[config.mk]
export PLATFORM = sky130hd
export DESIGN_NAME = bit_pattern_detector
export DESIGN_NICKNAME = d
export VERILOG_FILES = /design/src/rtl/bit_pattern_detector.sv
export SDC_FILE = /design/constraint.sdc
export NUM_CORES = 1
export LEC_CHECK = 0
export BUFFER_PORTS_ARGS = -buffer_cell sky130_fd_sc_hd__buf_2
export CORE_MARGIN = 2
export CORE_UTILIZATION = 50
export CTS_BUF_LIST = sky130_fd_sc_hd__clkbuf_2
export CTS_CLUSTER_DIAMETER = 80
export DETAILED_ROUTE_END_ITERATION = 7
export PLACE_DENSITY_LB_ADDON = 0.3
export SYNTH_ARGS = -nofsm -noshare
export SYNTH_HDL_FRONTEND = slang
export SYNTH_SLANG_ARGS = --single-unit
export TNS_END_PERCENT = 30
[constraint.sdc]
create_clock -name clk -period 2.05 [get_ports clk]
set_input_delay 0.1025 -clock clk [delete_from_list [all_inputs] [get_ports clk]]
set_output_delay 0.1025 -clock clk [all_outputs]
set_load 0.005 [all_outputs]
[src/rtl/bit_pattern_detector.sv]
// rtl/bit_pattern_detector.sv - serial bit pattern detector with edge pulses and saturating match counter
// Define PATDET_OVERLAP_EN to keep history after a match so overlapping occurrences are also reported.
module bit_pattern_detector #(
  parameter int               PAT_W   = 4,
  parameter logic [PAT_W-1:0] PATTERN = 4'b1011,
  parameter int               CNT_W   = 8
) (
  input  logic             clk,
  input  logic             rst,
  input  logic             din,
  input  logic             din_valid,
  output logic             match,
  output logic             rise,
  output logic             fall,
  output logic [CNT_W-1:0] match_cnt
);

  localparam int               FILL_W   = $clog2(PAT_W + 1);
  localparam logic [FILL_W-1:0] FILL_MAX = FILL_W'(PAT_W);
  localparam logic [FILL_W-1:0] FILL_ARM = FILL_W'(PAT_W - 1);
  localparam logic [CNT_W-1:0]  CNT_MAX  = '1;

  // The oldest history bit shifts out on every valid edge, so only PAT_W-1 bits are kept.
  logic [PAT_W-2:0]  r_hist;
  logic [FILL_W-1:0] r_fill;
  logic              r_prev;
  logic              r_match;
  logic              r_rise;
  logic              r_fall;
  logic [CNT_W-1:0]  r_cnt;

  logic [PAT_W-1:0]  w_window;
  logic              w_hit;
  logic              w_rise;
  logic              w_fall;
  logic [FILL_W-1:0] w_fill_nxt;

  assign w_window = {r_hist, din};
  assign w_hit    = din_valid && (w_window == PATTERN) && (r_fill >= FILL_ARM);
  assign w_rise   = din_valid && din && !r_prev;
  assign w_fall   = din_valid && !din && r_prev;

  always_comb begin
    w_fill_nxt = r_fill;
    if (din_valid) begin
      if (r_fill != FILL_MAX) begin
        w_fill_nxt = r_fill + FILL_W'(1);
      end
`ifndef PATDET_OVERLAP_EN
      // A match consumes its bits; the next match needs a full fresh window.
      if (w_hit) begin
        w_fill_nxt = '0;
      end
`endif
    end
  end

  always_ff @(posedge clk) begin
    if (rst) begin
      r_hist  <= '0;
      r_fill  <= '0;
      r_prev  <= 1'b0;
      r_match <= 1'b0;
      r_rise  <= 1'b0;
      r_fall  <= 1'b0;
      r_cnt   <= '0;
    end else begin
      r_match <= w_hit;
      r_rise  <= w_rise;
      r_fall  <= w_fall;
      r_fill  <= w_fill_nxt;
      if (din_valid) begin
        r_hist <= w_window[PAT_W-2:0];
        r_prev <= din;
      end
      if (w_hit && (r_cnt != CNT_MAX)) begin
        r_cnt <= r_cnt + CNT_W'(1);
      end
    end
  end

  assign match     = r_match;
  assign rise      = r_rise;
  assign fall      = r_fall;
  assign match_cnt = r_cnt;

endmodule

==> reports/results.txt, run 1 <==
The run finished with clean final reports. The run gives 4 as the number of detailed-route iterations in the first pass. Traced cell by cell, the critical path runs through ha_1 > ha_1 > a211oi_1 > or4_4 > nor4_2 > mux2_2. Clock-pin slew was measured on the worst setup and hold paths at 0.17 ns. IR analysis of the VDD net gives a maximum drop of 0.438 mV. Synthesis produced 90 cells. The total wire length came out at 1700 um. Summed over all failing endpoints, the final setup total negative slack is 0 ns. Max-cap violations in this run came to 0. Dividing the detail-routed wire length by the instance count gives 13.8 um. Most common cell after layout, fill and taps aside: sky130_fd_sc_hd__dfxtp_1. The count of cells in the finished layout, fillers not included, comes to 123. The share of synthesized area occupied by flip-flops and latches was 0.422.

The biggest cell delay along the critical path is 0.48 ns. The type of the most critical hold path was primary input to flip-flop. The layout cell share with drive strength beyond 1 was 0.252; the total global-route track usage was 0.200. The logs give 15 for the number of placed I/O pins and 0 for the setup violation total in the final timing report. CTS saw 17 sinks. The top cell type by total area after synthesis was sky130_fd_sc_hd__dfxtp_1.

The root buffer cell was sky130_fd_sc_hd__clkbuf_2. The remaining max-slew budget at the tightest pin is 0.783. TritonCTS built the clock tree. The worst slack at placement is -0.0208 ns, and the area fraction in compound gates after synthesis is 0.177.

The category of the worst setup path capture point is a flip-flop. The run gives 0 as the remaining number of nets flagged by the antenna check after routing. The routed design could run at a clock period as short as 1.97 ns.

Derived from the worst setup path, the maximum achievable clock frequency is 509 MHz. Each instance of the synthesized netlist takes up on average 8.97 um2. Synthesis produced a netlist with a net count of 98.

The pin slew with the least headroom to its limit was 0.325 ns. The number of vias per cell after detailed routing is 5.80, and the area of placed instances is 895 um2. The data arrival time of the critical path is 2.18 ns, and the number of vias in the routed layout is 714.

The clock arrives with 0.00218 ns of skew. The data required time of the critical path is 2.27 ns. At the later pin of the worst-skew pair, clock insertion delay measures 0.30 ns. By area the synthesized netlist is led by sky130_fd_sc_hd__dfxtp_1 42%, sky130_fd_sc_hd__ha_1 6.2%, sky130_fd_sc_hd__a21oi_1 4.3%.

The logs give 1 for the maximum level of the CTS H-tree and 0.389 nW for the leakage power. At the end of routability-driven placement, the weighted congestion stood at 0.812. STA classifies the critical path startpoint as a flip-flop. In this run the worst path has a maximum fanout of 8.

For this run, design rule violations remaining after detail routing come to 0. The post-route fraction of the period consumed by the critical path was 0.959; the area share of the largest cell type after synthesis was 0.422. Once detailed placement completed, the half-perimeter wirelength came to 1210 um. The die covers 0.00195 mm2. The worst setup path is of the flip-flop to flip-flop kind.

The critical path contains buffers and inverters numbering 0 combined. Setup slack on the critical path of the routed design comes to 0.0838 ns. In this run the core area contains 14 standard-cell rows. During placement, the flow inserted port buffers numbering 14. In the layout the commonest cells are 16 x sky130_fd_sc_hd__dfxtp_1, 14 x sky130_fd_sc_hd__buf_2, 7 x sky130_fd_sc_hd__a21oi_1, 6 x sky130_fd_sc_hd__inv_1, 6 x sky130_fd_sc_hd__nand3_1.

Final hold violation count: 0. In this run, the number of DRC markers left after iteration 0 of detailed routing was 7. The simple logic cell fraction of the synthesized area came out at 0.233. By instance count, the cell type seen most on the critical path is sky130_fd_sc_hd__ha_1.

The tools report the count of pins over their slew limit as 0. The share of the synthesized netlist area taken by xor and xnor gates is 0. The total power is 0.542 mW.

Buffers inserted during clock tree synthesis total 3. The largest family of logic cells by synthesized area is simple AND/OR/NAND/NOR gates. The floorplan step set the die height to 44.2 um. The global-route wire length before repair was 2880 um. For this run the aggregate overflow at the end of global routing stands at 0. The run gives 678 as the number of global-route vias before repair. For this run, the number of Yosys warnings is 0. The mux contribution to synthesized area came out at 0.0388.

The initial antenna violation count was 0; the count of unique library cells instantiated by Yosys was 31. The signed area change from the synthesized netlist to the final layout works out to 16.0%. For this run, the post-layout net count is 116. Entering global routing, the biggest net connects 19 pins. The repair_antennas step left the layout with diodes totalling 0.

Buffers added to address setup during post-CTS repair amount to 0. The maximum clock insertion buffer count was 2. Master of the slowest instance on the critical path: sky130_fd_sc_hd__or4_4. In this run, synthesis produced a sequential element count of 17.

After routing the design area is 936 um2. The floorplan step set the die width to 44.2 um. The run gives 0.536 as the starting density of the core. Setup repair after global routing left no endpoint under its margin. Including well taps, the total number of placed cells is 118.

In this run the cell area of the synthesized design comes to 807 um2. In this run the standard cell core region covers 0.00151 mm2. The cell family contributing the most delay on the critical path is simple AND/OR/NAND/NOR gates.

The power density over the cells works out to 580 mW/mm2. The adder-cell share of the synthesized area is 0.0620.
## cells by family after synthesis
| logic type | Yosys count |
|---|---|
| flip-flops | 17 |
| AND/OR/NAND/NOR | 33 |
| buffers and inverters | 12 |
| AO/OA/AOI/OAI | 21 |
| multiplexers | 3 |
| adder cells (fa/ha/maj) | 4 |
## worst reg2reg max path: stages, from the launching register on
cell                       delay [ns]
sky130_fd_sc_hd__dfxtp_1         0.39
sky130_fd_sc_hd__ha_1            0.15
sky130_fd_sc_hd__ha_1            0.14
sky130_fd_sc_hd__a211oi_1        0.05
sky130_fd_sc_hd__or4_4           0.48
sky130_fd_sc_hd__nor4_2          0.32
sky130_fd_sc_hd__mux2_2          0.36
## cell usage after synthesis
cell type and instances:
sky130_fd_sc_hd__o21ai_0 2, sky130_fd_sc_hd__nor3_1 2, sky130_fd_sc_hd__a21oi_1 7, sky130_fd_sc_hd__o311a_1 1, sky130_fd_sc_hd__nor4_1 1, sky130_fd_sc_hd__nand2_1 5
sky130_fd_sc_hd__nor4bb_1 1, sky130_fd_sc_hd__ha_1 4, sky130_fd_sc_hd__or3b_1 1, sky130_fd_sc_hd__nor2b_1 1, sky130_fd_sc_hd__o41ai_1 1, sky130_fd_sc_hd__o21bai_1 1
sky130_fd_sc_hd__nand2_4 1, sky130_fd_sc_hd__buf_2 2, sky130_fd_sc_hd__dfxtp_1 17, sky130_fd_sc_hd__nand3_1 6, sky130_fd_sc_hd__nor2_1 5, sky130_fd_sc_hd__nand2b_1 2
sky130_fd_sc_hd__o31ai_1 3, sky130_fd_sc_hd__a211oi_1 1, sky130_fd_sc_hd__nand4_1 1, sky130_fd_sc_hd__mux2i_1 2, sky130_fd_sc_hd__o21a_1 2, sky130_fd_sc_hd__inv_1 6
sky130_fd_sc_hd__or4_1 4, sky130_fd_sc_hd__o32ai_1 3, sky130_fd_sc_hd__and3_1 1, sky130_fd_sc_hd__buf_6 1, sky130_fd_sc_hd__clkbuf_1 3, sky130_fd_sc_hd__or3_1 2
sky130_fd_sc_hd__mux2_2 1
## per-stage QoR
step	utilization	hold slack, ns
3_5_place_dp	0.594	0.324
4_1_cts	0.616	0.102
2_1_floorplan	-	0.179
3_3_place_gp	0.594	0.314
6_report	0.621	0.114
5_1_grt	0.621	0.104
## final timing paths
path	startpoint	cells after the start	end	slack [ns]
max	r_fill[1]	6	match_cnt[5]	0.08
min reg2reg	r_fill[2]	2	r_fill[2]	0.52
min	din_valid	3	fall	0.11
max reg2reg	r_fill[1]	6	match_cnt[5]	0.08
## final cells by class
| type | count | area (um2) |
|---|---|---|
| inverter | 6 | 22.5 |
| tap | 16 | 20.0 |
| timing repair buffer | 19 | 110 |
| clock buffer | 3 | 15.0 |
| clock inverter | 1 | 5.00 |
| fill | 138 | 571 |
| sequential | 17 | 342 |
| multi-input combinational | 61 | 422 |
## flip-flops by register name, summed over array words and instances (netlist names)
signal / flops
match_cnt: 8
rise: 1
match: 1
r_fill: 3
r_hist: 3
fall: 1
## repair_timing
item                                    in CTS  in global routing
hold buffers                                 1                  0
resized for setup                            1                  2
endpoints found under the hold margin        1                  0
endpoints found under the setup margin       1                  2
## power by group
group          total (mW)  leakage [nW]  switching [mW]  internal [mW]
Sequential          0.345         0.138         0.00592          0.339
Clock               0.154        0.0164           0.110         0.0442
Combinational      0.0432         0.235          0.0246         0.0186
## routing by layer
layer  up-vias  track usage  part of all wire
li1        366            -                 -
met1       329        0.254              0.46
met2        17        0.321              0.46
met3         2       0.0653             0.065
met4         0       0.0667            0.0071
met5         -            0                 0
Note: power is estimated with default switching activity, not from simulation.
==> run 2: changes to the inputs <==
--- a/config.mk
+++ b/config.mk
@@ -5,13 +5,14 @@
 export SDC_FILE = /design/constraint.sdc
 export NUM_CORES = 1
 export LEC_CHECK = 0
-export BUFFER_PORTS_ARGS = -buffer_cell sky130_fd_sc_hd__buf_2
+export BUFFER_PORTS_ARGS = -buffer_cell sky130_fd_sc_hd__buf_4
 export CORE_MARGIN = 2
 export CORE_UTILIZATION = 50
 export CTS_BUF_LIST = sky130_fd_sc_hd__clkbuf_2
 export CTS_CLUSTER_DIAMETER = 80
 export DETAILED_ROUTE_END_ITERATION = 7
 export PLACE_DENSITY_LB_ADDON = 0.3
+export RECOVER_POWER = 25
 export SYNTH_ARGS = -nofsm -noshare
 export SYNTH_HDL_FRONTEND = slang
 export SYNTH_SLANG_ARGS = --single-unit
==> reports/results.txt, run 2 (synthesized netlist as in run 1, its figures left out) <==
For the power share of the combinational group, the log shows 0.080 (about the same). The standard cell core area came out at 0.00151 mm2 (unchanged). The cell type group with the largest total delay on the critical path is simple AND/OR/NAND/NOR gates. The flip-flop count of the largest register, all copies and words added is 8 (unchanged), and the maximum clock insertion buffer count is 2 (unchanged). The initial antenna violation count was 0 (unchanged); the signed area change from the synthesized netlist to the final layout was 17.5%. The data arrival time of the critical path came out at 2.19 ns (about the same). The logs give 915 um2 (+2.2%) for the area of placed instances and 0.180 (-0.0199) for the total global-route track usage. The logs give 2.30 ns (+0.03 ns) for the data required time of the critical path and 0.536 (unchanged) for the starting density of the core. Power density over the cells: 571 mW/mm2 (-1.5%). The logs give 121 (-1.6%) for the final non-filler cell total and 4 (unchanged) for the number of detailed-route iterations in the first pass. The number of cell instances on the worst register-to-register path works out to 6 (unchanged). Most common cell after layout, fill and taps aside: sky130_fd_sc_hd__dfxtp_1. Minimum period implied by the final worst setup slack: 1.93 ns (-0.0318 ns). The highest net fanout along the worst path was 7 (-1); the total half-perimeter wirelength after legalization and detailed placement was 1090 um (-9.9%). The run gives 0.636 (about the same) as the sequential group share of total power.

The wire length per cell was 12.7 um (-8.4%); the achievable frequency was 517 MHz (+1.6%). The endpoint identified for the worst register-to-register timing path is match_cnt[3]. The clock edge transition at the registers on the reported setup and hold paths was 0.17 ns (about the same); the total wire length was 1530 um (-9.9%). The launch instance of the worst register-to-register path is r_fill[0]. The run gives 16 (+9) as the number of DRC violations after detailed-routing iteration 0. The run gives 0 (unchanged) as the diode insertion count for antenna repair. The count of pins over their slew limit came out at 0 (unchanged). Leaving out fill and tap cells, the most frequent cells in the layout are 16 x sky130_fd_sc_hd__dfxtp_1, 14 x sky130_fd_sc_hd__buf_4. The buffer and inverter count on the worst path works out to 0 (unchanged). For the routed length on met2, the log shows 666 um (-15%). The number of global-route vias before repair came out at 578 (-15%).

The tools report the final standard cell area without fillers as 948 um2 (+1.3%). The tools report the register-to-register path setup slack as 0.12 ns (+0.03 ns). TritonCTS built the clock tree. The endpoint with the worst hold slack was match_cnt[3]. For the setup violation total in the final timing report, the log shows 0 (unchanged).

The worst supply voltage drop on vdd was 0.370 mV (-15%); the floorplan row count was 14 (unchanged). The die footprint was 0.00195 mm2 (unchanged). Number of I/O port buffers: 14 (unchanged). The type of the setup path with the least slack was flip-flop to flip-flop. The startpoint type of the worst setup path was a flip-flop. For the worst-case setup margin in the final layout, the log shows 0.116 ns (+0.0318 ns). The category of the worst setup path capture point was a flip-flop. Setup repair after global routing left no endpoint under its margin. The run gives 0 (unchanged) as the remaining number of nets flagged by the antenna check after routing.

Among all stages on the critical path, the largest delay is contributed by sky130_fd_sc_hd__or4_1. The logs give 2550 um (-11%) for the global-route wire length before repair and 3 (unchanged) for the clock buffer count from CTS. The number of cells in the design after placement came out at 116 (-1.7%). The biggest cell delay along the critical path came out at 0.54 ns (+0.06 ns).

The number of vias per cell after detailed routing is 5.80 (about the same). The final worst clock skew was 0.00780 ns (+0.00562 ns). The post-route fraction of the period consumed by the critical path came out at 0.944 (-0.0155). The pin slew with the least headroom to its limit is 0.602 ns (+0.276 ns), and the internal power component is 0.403 mW (+0.24%). Routed signal wires occupy layers up through met4. The tools report the total global routing overflow as 0 (unchanged).

The met1 routed wirelength after detailed routing is 782 um (-0.89%), and the switching component of the power is 0.139 mW (-1.4%). For the DRC violations left, the log shows 0 (unchanged). The tools report the part of the power in the clock network as 0.284 (about the same). The cell repeated most along the worst path is sky130_fd_sc_hd__ha_1. The critical path goes through ha_1 > ha_1 > a211oi_1 > or4_4 > or4_1 > a21oi_2. The run finished with clean final reports. The startpoint identified for the worst hold timing path is rst. The type of the most critical hold path was primary input to flip-flop. The hold path depth was 2 (-1). The count of cell instances traversed by the critical path was 6 (unchanged); the die boundary height was 44.2 um (unchanged). The aggregate negative setup slack was 0 ns (unchanged); the number of nets in the layout was 114 (-1.7%). The maximum level of the CTS H-tree came out at 1 (unchanged). The clock latency on the worst-skew pair came out at 0.30 ns (about the same).

The run gives 0.0338 ns (+0.0546 ns) as the worst slack at placement. The die span in x came out at 44.2 um (unchanged). The weighted congestion reported at the end of routability-driven placement was 0.802 (-1.2%). The count of max-cap constraint violations is 0 (unchanged), and the number of vias in the routed layout is 702 (-1.7%). The number of placed I/O pins was 15 (unchanged); the final core area utilization was 0.630 (+0.00831). The run gives 0.369 nW (-5.1%) as the leakage power. The share of total power consumed by net switching was 0.256 (-0.00317). The maximum number of pins on one net before global-route repair is 19 (unchanged), and the remaining max-slew budget at the tightest pin is 0.597 (-0.186). The root buffer cell is sky130_fd_sc_hd__clkbuf_2. The layout cell share with drive strength beyond 1 was 0.229 (-0.0238); the CTS sink count was 17 (unchanged). The final hold violation count was 0 (unchanged); the total met3 wirelength after detailed routing was 75 um (-32%).
==> run 2: cell types whose count changed in the layout (fill, tap and decap cells not counted) <==
cell / previous run / this run
sky130_fd_sc_hd__nand2_1: 5 / 6
sky130_fd_sc_hd__a21oi_1: 7 / 6
sky130_fd_sc_hd__buf_2: 14 / 0
sky130_fd_sc_hd__clkbuf_4: 0 / 1
sky130_fd_sc_hd__a21oi_2: 0 / 1
sky130_fd_sc_hd__nand2_4: 1 / 0
sky130_fd_sc_hd__buf_4: 4 / 14
sky130_fd_sc_hd__clkbuf_1: 0 / 1
==> run 2: worst max path at each step <==
stage / slack, ns / start / to
2_1_floorplan: 0.13 / r_fill[0] / match_cnt[5]
3_3_place_gp: 0.08 / r_fill[1] / match_cnt[5]
3_5_place_dp: 0.03 / r_fill[1] / match_cnt[3]
4_1_cts: 0.002 / r_fill[1] / match_cnt[3]
5_1_grt: 0.02 / r_fill[0] / match_cnt[7]
6_report: 0.12 / r_fill[0] / match_cnt[3]
==> run 2: final cells by class <==
class,instances,area (um2)
flip-flops and latches,17,342
clock buffers,3,15.0
multi-input cells,61,418
clock inverters,1,5.00
fillers,141,558
well taps,16,20.0
repair buffers,17,126
inverters,6,22.5
==> run 2: worst register-to-register path, cell delays in order (launching register included) <==
cell,delay (ns)
sky130_fd_sc_hd__dfxtp_1,0.39
sky130_fd_sc_hd__ha_1,0.16
sky130_fd_sc_hd__ha_1,0.14
sky130_fd_sc_hd__a211oi_1,0.05
sky130_fd_sc_hd__or4_4,0.47
sky130_fd_sc_hd__or4_1,0.54
sky130_fd_sc_hd__a21oi_2,0.16
==> run 2: per-stage QoR <==
step / total power, mW / hold slack (ns)
2_1_floorplan: 0.384 / 0.179
3_3_place_gp: 0.393 / 0.299
3_5_place_dp: 0.395 / 0.298
4_1_cts: 0.544 / 0.0668
5_1_grt: 0.564 / 0.0688
6_report: 0.541 / 0.0798
==> run 2: timing repair <==
action	CTS	global route
hold buffers	1	0
endpoints found under the hold margin	1	0
setup buffers	0	0
setup endpoints to repair	0	7
gates resized for setup	0	4
==> run 2: power by group through the flow <==
| stage | Combinational (mW) | Sequential (mW) | Clock (mW) |
|---|---|---|---|
| 2_1_floorplan | 0.0335 | 0.350 | 0 |
| 3_3_place_gp | 0.0419 | 0.351 | 0 |
| 3_5_place_dp | 0.0433 | 0.352 | 0 |
| 4_1_cts | 0.0448 | 0.345 | 0.155 |
| 5_1_grt | 0.0496 | 0.346 | 0.169 |
| 6_report | 0.0432 | 0.344 | 0.154 |
==> run 2: layer usage <==
metal / vias up / global-route usage
met5: - / 0
met4: 0 / 0.109
met3: 2 / 0.0490
met2: 17 / 0.247
met1: 321 / 0.251
li1: 362 / -
==> run 3: changes to the inputs <==
--- a/config.mk
+++ b/config.mk
@@ -7,11 +7,11 @@
 export LEC_CHECK = 0
 export BUFFER_PORTS_ARGS = -buffer_cell sky130_fd_sc_hd__buf_4
 export CORE_MARGIN = 2
-export CORE_UTILIZATION = 50
+export CORE_UTILIZATION = 33
 export CTS_BUF_LIST = sky130_fd_sc_hd__clkbuf_2
 export CTS_CLUSTER_DIAMETER = 80
 export DETAILED_ROUTE_END_ITERATION = 7
-export PLACE_DENSITY_LB_ADDON = 0.3
+export PLACE_DENSITY = 0.59
 export RECOVER_POWER = 25
 export SYNTH_ARGS = -nofsm -noshare
 export SYNTH_HDL_FRONTEND = slang
==> reports/results.txt, run 3 (synthesized netlist as in run 1, its figures left out) <==
The path with the worst hold slack has its endpoint at match_cnt[3]. The flow ran to the end, and the final reports show no timing, DRC or antenna violations. The wire length per cell came out at 12.4 um (-2.1%). The worst register-to-register path ends at match_cnt[7]. The logs give 0 (unchanged) for the DRC violations left and 0.00526 ns (-0.00254 ns) for the final worst clock skew.

Flip-flop count of the largest register, all copies and words added: 8 (unchanged). The number of buffers inserted to repair setup after CTS was 0 (unchanged). The starting density of the core came out at 0.358 (-0.178).

Leakage power: 0.369 nW (-0.13%). The power density over the cells was 565 mW/mm2 (-1.1%). Setup repair after global routing left no endpoint under its margin. The maximum level of the CTS H-tree is 1 (unchanged), and the number of vias in the routed layout is 708 (+0.85%). The type of the setup path with the least slack was flip-flop to flip-flop. The number of cell instances on the worst register-to-register path is 7 (+1). The number of I/O port buffers came out at 14 (unchanged). Leaving out fill and tap cells, the most frequent cell in the layout is sky130_fd_sc_hd__dfxtp_1. The die footprint is 0.00286 mm2 (+46%), and the final hold violation count is 0 (unchanged). The run gives 0.12 ns (about the same) as the register-to-register path setup slack. The run gives 0 (unchanged) as the total global routing overflow.

The logs give 0.124 ns (+0.00882 ns) for the worst-case setup margin in the final layout and 2.25 ns (-0.05 ns) for the data required time of the critical path. The layout cell share with drive strength beyond 1 came out at 0.221 (-0.00742). The logs give 17 (unchanged) for the CTS sink count and 0 ns (unchanged) for the aggregate negative setup slack. The diode insertion count for antenna repair is 0 (unchanged). In this run the most critical hold path is launched from rst. The clock latency on the worst-skew pair was 0.30 ns (about the same). The count of max-cap constraint violations came out at 0 (unchanged).

The total wire length is 1640 um (+6.8%). In the layout the commonest cells are 15 x sky130_fd_sc_hd__dfxtp_1, 12 x sky130_fd_sc_hd__buf_4, 7 x sky130_fd_sc_hd__a21oi_1, 6 x sky130_fd_sc_hd__inv_1, 6 x sky130_fd_sc_hd__nand3_1. The path class of the tightest hold or removal check is primary input to flip-flop.

Hold path depth: 2 (unchanged). The final core area utilization was 0.425 (-0.205). The clock edge transition at the registers on the reported setup and hold paths was 0.17 ns (about the same); the number of placed I/O pins was 15 (unchanged). The standard cell core area was 0.00225 mm2 (+50%); the number of detailed-route iterations in the first pass was 5 (+1). For the total global-route track usage, the log shows 0.126 (-0.0538). The floorplan row count came out at 17 (+3).

Clock tree synthesis selected as its root buffer the cell sky130_fd_sc_hd__clkbuf_2. For the weighted congestion reported at the end of routability-driven placement, the log shows 0.769 (-4.1%). The die boundary height is 53.5 um (+21%), and the number of global-route vias before repair is 623 (+7.8%). Highest net fanout along the worst path: 11 (+4). The tools report the category of the worst setup path capture point as a flip-flop. The achievable frequency is 519 MHz (+0.46%), and the signed area change from the synthesized netlist to the final layout is 18.6%. Count of pins over their slew limit: 0 (unchanged). Data arrival time of the critical path: 2.13 ns (-0.06 ns).

Number of nets in the layout: 113 (-0.88%). The worst slack at placement is 0.0322 ns (-0.00155 ns). The pin slew with the least headroom to its limit is 0.589 ns (-0.0129 ns). The number of vias per cell after detailed routing was 5.36 (-7.5%).

The maximum clock insertion buffer count was 2 (unchanged). TritonCTS built the clock tree. Die span in x: 53.5 um (+21%). Post-route fraction of the period consumed by the critical path: 0.939 (-0.00430). For the remaining number of nets flagged by the antenna check after routing, the log shows 0 (unchanged). The run gives 1160 um (+6.8%) as the total half-perimeter wirelength after legalization and detailed placement.

STA classifies the critical path startpoint as a flip-flop. The setup violation total in the final timing report came out at 0 (unchanged). The minimum period implied by the final worst setup slack is 1.93 ns (-0.00882 ns). The number of DRC violations after detailed-routing iteration 0 is 10 (-6), and the maximum number of pins on one net before global-route repair is 19 (unchanged). The worst supply voltage drop on vdd came out at 0.407 mV (+9.9%).

The run gives 0 (unchanged) as the initial antenna violation count. The worst register-to-register path begins at r_fill[0]. The clock buffer count from CTS is 3 (unchanged), and the remaining max-slew budget at the tightest pin is 0.606 (+0.00863).

The global-route wire length before repair is 2610 um (+2.2%).
-- run 3: stage by stage --
stage / cell area (um2) / hold slack (ns) / std cells / power [mW]
after global routing: 957 / 0.0619 / 132 / 0.566
after floorplan: 807 / 0.179 / 90 / 0.384
final: 957 / 0.0873 / 132 / 0.540
after detailed placement: 922 / 0.298 / 127 / 0.395
after CTS: 952 / 0.0639 / 132 / 0.547
after global placement: 922 / 0.295 / 127 / 0.395
-- run 3: worst max-delay path: stages (launching register included) --
cell,delay (ns)
sky130_fd_sc_hd__dfxtp_2,0.37
sky130_fd_sc_hd__ha_1,0.15
sky130_fd_sc_hd__ha_1,0.13
sky130_fd_sc_hd__a211oi_1,0.04
sky130_fd_sc_hd__or4_4,0.47
sky130_fd_sc_hd__buf_4,0.20
sky130_fd_sc_hd__o41ai_1,0.36
sky130_fd_sc_hd__a21oi_1,0.11
-- run 3: cell type report --
| type | count | area [um2] |
|---|---|---|
| multi-input cells | 61 | 422 |
| flip-flops and latches | 17 | 343 |
| fillers | 241 | 1300 |
| clock inverters | 1 | 5.00 |
| repair buffers | 16 | 115 |
| inverters | 6 | 22.5 |
| well taps | 28 | 35.0 |
| clock buffers | 3 | 15.0 |
-- run 3: metal layers --
| layer | vias up | track usage | wire, um |
|---|---|---|---|
| li1 | 357 | - | - |
| met1 | 327 | 0.156 | 783 |
| met2 | 22 | 0.198 | 738 |
| met3 | 2 | 0.0508 | 106 |
| met4 | 0 | 0.0427 | 9 |
| met5 | - | 0 | 0 |
-- run 3: power breakdown --
part / switching, mW / internal [mW] / leakage (nW)
Clock: 0.107 / 0.0442 / 0.0164
Sequential: 0.00594 / 0.339 / 0.138
Combinational: 0.0242 / 0.0198 / 0.214
-- run 3: worst max-delay path by stage --
| stage | startpoint | slack, ns | to | cells after the start |
|---|---|---|---|---|
| after CTS | r_fill[0] | 0.001 | match_cnt[7] | 7 |
| final | r_fill[0] | 0.12 | match_cnt[7] | 7 |
| after detailed placement | r_fill[0] | 0.03 | match_cnt[5] | 6 |
| after floorplan | r_fill[0] | 0.13 | match_cnt[5] | 7 |
| after global placement | r_fill[1] | 0.05 | match_cnt[5] | 6 |
| after global routing | r_fill[1] | 0.02 | match_cnt[7] | 7 |
-- run 3: timing repair --
item                                    CTS  global route
endpoints found under the hold margin     1             0
hold buffers                              1             0
endpoints found under the setup margin    0             7
resized for setup                         0             4
